===== config.mk =====
export PLATFORM = sky130hd
export DESIGN_NAME = alu_share_arb
export DESIGN_NICKNAME = d
export VERILOG_FILES = /design/src/rtl/alu_share_arb.sv
export SDC_FILE = /design/constraint.sdc
export NUM_CORES = 1
export LEC_CHECK = 0
export BUFFER_PORTS_ARGS = -buffer_cell sky130_fd_sc_hd__buf_2
export CAP_MARGIN = 40
export CORE_MARGIN = 10
export CORE_UTILIZATION = 47
export DETAILED_ROUTE_END_ITERATION = 10
export PLACE_DENSITY = 0.95
export SYNTH_ARGS = -nofsm -noshare
export SYNTH_HDL_FRONTEND = slang
export SYNTH_SLANG_ARGS = --single-unit

===== constraint.sdc =====
create_clock -name clk -period 10.1 [get_ports clk]
set_clock_uncertainty 0.15 [all_clocks]
set_input_delay 1.515 -clock clk [delete_from_list [all_inputs] [get_ports clk]]
set_output_delay 1.515 -clock clk [all_outputs]
set_load 0.01 [all_outputs]

===== src/rtl/alu_share_arb.sv =====
// Round-robin arbiter/sequencer sharing one combinational ALU between two requesters.
// Each grant runs IDLE -> EXEC -> RESP; the result is held until the owner accepts it.
module alu_share_arb #(
    parameter int unsigned XLEN = 32,
    parameter int unsigned OPW  = 4
) (
    input  logic            clk,
    input  logic            rst,
    input  logic            flush,
    input  logic [1:0]      req_valid,
    output logic [1:0]      req_ready,
    input  logic [XLEN-1:0] req_a0,
    input  logic [XLEN-1:0] req_b0,
    input  logic [OPW-1:0]  req_op0,
    input  logic [XLEN-1:0] req_a1,
    input  logic [XLEN-1:0] req_b1,
    input  logic [OPW-1:0]  req_op1,
    output logic [1:0]      resp_valid,
    input  logic [1:0]      resp_ready,
    output logic [XLEN-1:0] resp_result,
    output logic            resp_zero,
    output logic [XLEN-1:0] alu_a,
    output logic [XLEN-1:0] alu_b,
    output logic [OPW-1:0]  alu_control,
    input  logic [XLEN-1:0] alu_result,
    input  logic            alu_zero
);

    typedef enum logic [1:0] {
        S_IDLE = 2'd0,
        S_EXEC = 2'd1,
        S_RESP = 2'd2
    } state_t;

    state_t          r_state;
    state_t          w_state_nxt;
    logic            r_ptr;
    logic            r_owner;
    logic [XLEN-1:0] r_a;
    logic [XLEN-1:0] r_b;
    logic [OPW-1:0]  r_op;
    logic [XLEN-1:0] r_result;
    logic            r_zero;

    logic            w_grant_any;
    logic            w_grant_idx;
    logic            w_req_fire;
    logic            w_resp_fire;
    logic [XLEN-1:0] w_sel_a;
    logic [XLEN-1:0] w_sel_b;
    logic [OPW-1:0]  w_sel_op;

    // Pointer's requester wins if valid, otherwise the other one.
    always_comb begin
        w_grant_any = |req_valid;
        w_grant_idx = req_valid[r_ptr] ? r_ptr : ~r_ptr;
        w_req_fire  = (r_state == S_IDLE) && !flush && w_grant_any;
        w_resp_fire = (r_state == S_RESP) && resp_ready[r_owner];
        req_ready   = '0;
        if (w_req_fire && !rst) begin
            req_ready[w_grant_idx] = 1'b1;
        end
    end

    always_comb begin
        w_sel_a  = w_grant_idx ? req_a1  : req_a0;
        w_sel_b  = w_grant_idx ? req_b1  : req_b0;
        w_sel_op = w_grant_idx ? req_op1 : req_op0;
    end

    always_comb begin
        w_state_nxt = r_state;
        case (r_state)
            S_IDLE:  if (w_req_fire) w_state_nxt = S_EXEC;
            S_EXEC:  w_state_nxt = S_RESP;
            S_RESP:  if (w_resp_fire) w_state_nxt = S_IDLE;
            default: w_state_nxt = S_IDLE;
        endcase
        if (flush) begin
            w_state_nxt = S_IDLE;
        end
    end

    always_comb begin
        alu_a       = '0;
        alu_b       = '0;
        alu_control = '0;
        resp_valid  = '0;
        if (r_state == S_EXEC) begin
            alu_a       = r_a;
            alu_b       = r_b;
            alu_control = r_op;
        end
        if (r_state == S_RESP) begin
            resp_valid[r_owner] = 1'b1;
        end
        resp_result = r_result;
        resp_zero   = r_zero;
    end

    always_ff @(posedge clk or posedge rst) begin
        if (rst) begin
            r_state  <= S_IDLE;
            r_ptr    <= 1'b0;
            r_owner  <= 1'b0;
            r_a      <= '0;
            r_b      <= '0;
            r_op     <= '0;
            r_result <= '0;
            r_zero   <= 1'b0;
        end else begin
            r_state <= w_state_nxt;
            if (w_req_fire) begin
                r_a     <= w_sel_a;
                r_b     <= w_sel_b;
                r_op    <= w_sel_op;
                r_owner <= w_grant_idx;
                r_ptr   <= ~w_grant_idx;
            end
            // A flush during EXEC abandons the capture so the previous result stays visible.
            if ((r_state == S_EXEC) && !flush) begin
                r_result <= alu_result;
                r_zero   <= alu_zero;
            end
        end
    end

endmodule


==> flow_metrics.py <==
metrics = {
    "yosys": {
        "yosysSeqAreaShare": 0.5153,
        "synthTopCellsByArea": "dfrtp_1, a221o_1, and2_1",
        "synth_top_cell_by_area": "dfrtp_1",
        "synth_most_common_cell": "dfrtp_1",
        "synthDistinctLibCells": 23,
        "yosysWarnings": 0,
        "yosysTopAreaCellShare": 0.5153,
        "synth.net_count": 658,
        "syn-cell-area_um2": 5099,
        "syn_inst": 482,
        "synth_edf_count": 0,
        "ys.flop_type": "dfrtp_1",
        "synth_commonest_cells": "dfrtp_1, and2_1, nand2_1",
        "syn_area_per_cell_um2": 10.58,
        "synth_seq_cells": 105,
        "async_flop_share": 1.000,
    },
    "final_layout": {
        "finalNetCount": 908,
        "nFillCells": 863,
        "area_growth_pct": 31.73,
        "seq_area_um2": 2628,
        "layout-drive-gt1-share": 0.4776,
        "multi_input_area_um2": 2230,
        "fin_cells": 876,
        "final_core_util": 0.6420,
    },
    "clocking": {
        "insertion_delay_ns": 0.36,
        "cts_tree": "yes",
        "path_clk_slew_ns": 0.10,
        "ctsHoldBuffers": 0,
        "cts_root_buf": "clkbuf_8",
        "cts_buffers": 9,
        "cts_setup_buffers": 0,
        "htree_levels": 3,
        "cts_sinks": 105,
        "cts.path.max_buffers": 2,
        "cts_resized": 0,
    },
    "route": {
        "routed_wl_um": 18150,
        "routedWlPerCell_um": 20.72,
        "drtIter0Drc": 465,
        "ant_nets": 0,
        "viasPerCell": 5.605,
        "dr.pass1.iters": 6,
        "drc_errors": 0,
        "vias": 4910,
    },
    "timing": {
        "final.setup.tns_ns": 0,
        "relSlewSlack": 0.4931,
        "slew_violations": 0,
        "rsz0062_at_grt": "no",
        "finalHoldViolCount": 0,
        "fin_crit_sh": 0.4490,
        "max_freq_ghz": 0.2205,
        "max_slew.worst_pin.slew_ns": 0.7604,
        "min_period_ns": 4.535,
        "setup_slack_ns": 5.565,
        "finalSetupViolCount": 0,
    },
    "worst_setup_path": {
        "cp_max_fo": 71,
        "critPathArrivalTime_ns": 2.87,
        "cp-end-kind": "primary output",
        "path_class": "in2out",
        "startpoint_type": "primary input",
        "cp.required_ns": 8.44,
    },
    "floorplanning": {
        "initial_core_util": 0.4873,
        "die_x_um": 124.2,
        "row_count": 37,
        "fp.dieH_um": 124.2,
        "core_um2": 10460,
        "io_pins": 281,
        "fp.dieArea_um2": 15410,
    },
    "place": {
        "dp_slack_ns": 5.599,
        "place_hpwl_um": 13650,
        "port_buffers": 280,
        "globalplace.congestion": 0.8146,
        "dpl.cell_count": 857,
    },
    "pwr": {
        "ir_drop_uv": 99.45,
        "powerDensity_nw_per_um2": 181.9,
        "p_leak_nw": 3.473,
    },
    "global_routing": {
        "met1_usage": 0.2506,
        "grt_overflow": 0,
        "grt_max_degree": 72,
        "globalRouteMet2Util": 0.3926,
        "busiest_layer": "met2",
        "grt_pass1_vias": 4956,
        "antenna_found_initial": 3,
        "track_usage": 0.2208,
        "global_route.usage.met3": 0.05882,
        "grt_pass1_wl_um": 26740,
    },
    "min_path": {
        "worstHoldPathType": "reg2reg",
    },
    "status": {
        "status": "finished, final reports clean",
    },
    "job": {
        "maxCapViolations": 0,
    },
}
-- routing by layer --
metal	part of all wire	up-vias	wire length, µm
met1	0.36	2381	6567
li1	-	2231	-
met5	0	-	0
met3	0.10	28	1878
met2	0.51	270	9325
met4	0.021	0	376
-- placed cells by master (no fill, tap or decap) --
cell type,n
diode_2,3
nor3_1,68
and2_1,71
nor2b_4,2
nor2b_1,1
inv_1,2
nor2_1,2
clkinv_4,2
nor2b_2,1
nor3_2,1
inv_4,1
a221o_1,62
inv_8,1
mux2_2,33
nand3b_1,1
dfrtp_1,105
buf_2,280
clkinvlp_4,1
a221o_2,6
o21a_1,1
a21oi_1,2
nand2_1,69
buf_4,8
clkbuf_8,9
mux2i_1,1
or3_2,1
inv_6,1
o21ai_4,1
and3_2,1
buf_16,1
clkinv_2,2
-- critical path, cell delays in order --
cell and delay, ns:
buf_2 0.07, buf_4 0.56, nand2_1 0.09, and3_2 0.25, and2_1 0.17, buf_2 0.14
-- flip-flops by register name (all words and copies together), names as in the netlist --
register and cells:
resp_result 32, r_owner 1, r_b 32, r_op 4, r_state 2, resp_zero 1
r_a 32, r_ptr 1
-- power by group --
| group | internal [W] | switching [W] |
|---|---|---|
| combinational | 0.000191 | 0.000190 |
| clock | 0.0000925 | 0.000149 |
| sequential | 0.000535 | 0.0000640 |
-- worst paths after layout --
| kind | start | to | slack (ns) | depth (start not counted) |
|---|---|---|---|---|
| worst max register to register | r_state[1] | r_b[20] | 7.75 | 4 |
| worst min register to register | r_a[3] | r_a[3] | 0.36 | 1 |
| worst max-delay path | req_valid[1] | req_ready[0] | 5.57 | 6 |
| max in group asynchronous | rst | r_a[19] | 7.55 | 3 |
| worst min-delay path | r_a[3] | r_a[3] | 0.36 | 1 |
| min in group asynchronous | rst | resp_result[16] | 1.07 | 2 |
-- final cells by class --
type,count,area share
antenna,3,0.001118
clock buffer,9,0.01844
timing repair buffer,289,0.2217
clock inverter,7,0.008197
inverter,3,0.002049
sequential,105,0.3912
multi-input combinational,324,0.3320
tap,136,0.02534
-- cell families (layout without fill, tap and decap cells) --
logic type | count (synthesis) | in the layout | synth area share
compound gates | 72 | 72 | 0.1394
buf+inv | 53 | 308 | 0.05350
mux | 34 | 34 | 0.07485
other cells | 0 | 3 | 0
flops | 105 | 105 | 0.5153
simple gates | 218 | 218 | 0.2169
-- metrics by stage --
| stage | area, µm² | power (W) | hold slack, ns |
|---|---|---|---|
| floorplan | 5099 | 0.0008198 | 0.3214 |
| global placement | 6502 | 0.0009665 | 0.3335 |
| detailed placement | 6530 | 0.0009912 | 0.3396 |
| CTS | 6709 | 0.001231 | 0.3634 |
| global route | 6716 | 0.001291 | 0.3751 |
| finish | 6716 | 0.001221 | 0.3624 |
Note: power is estimated with default switching activity, not from simulation.
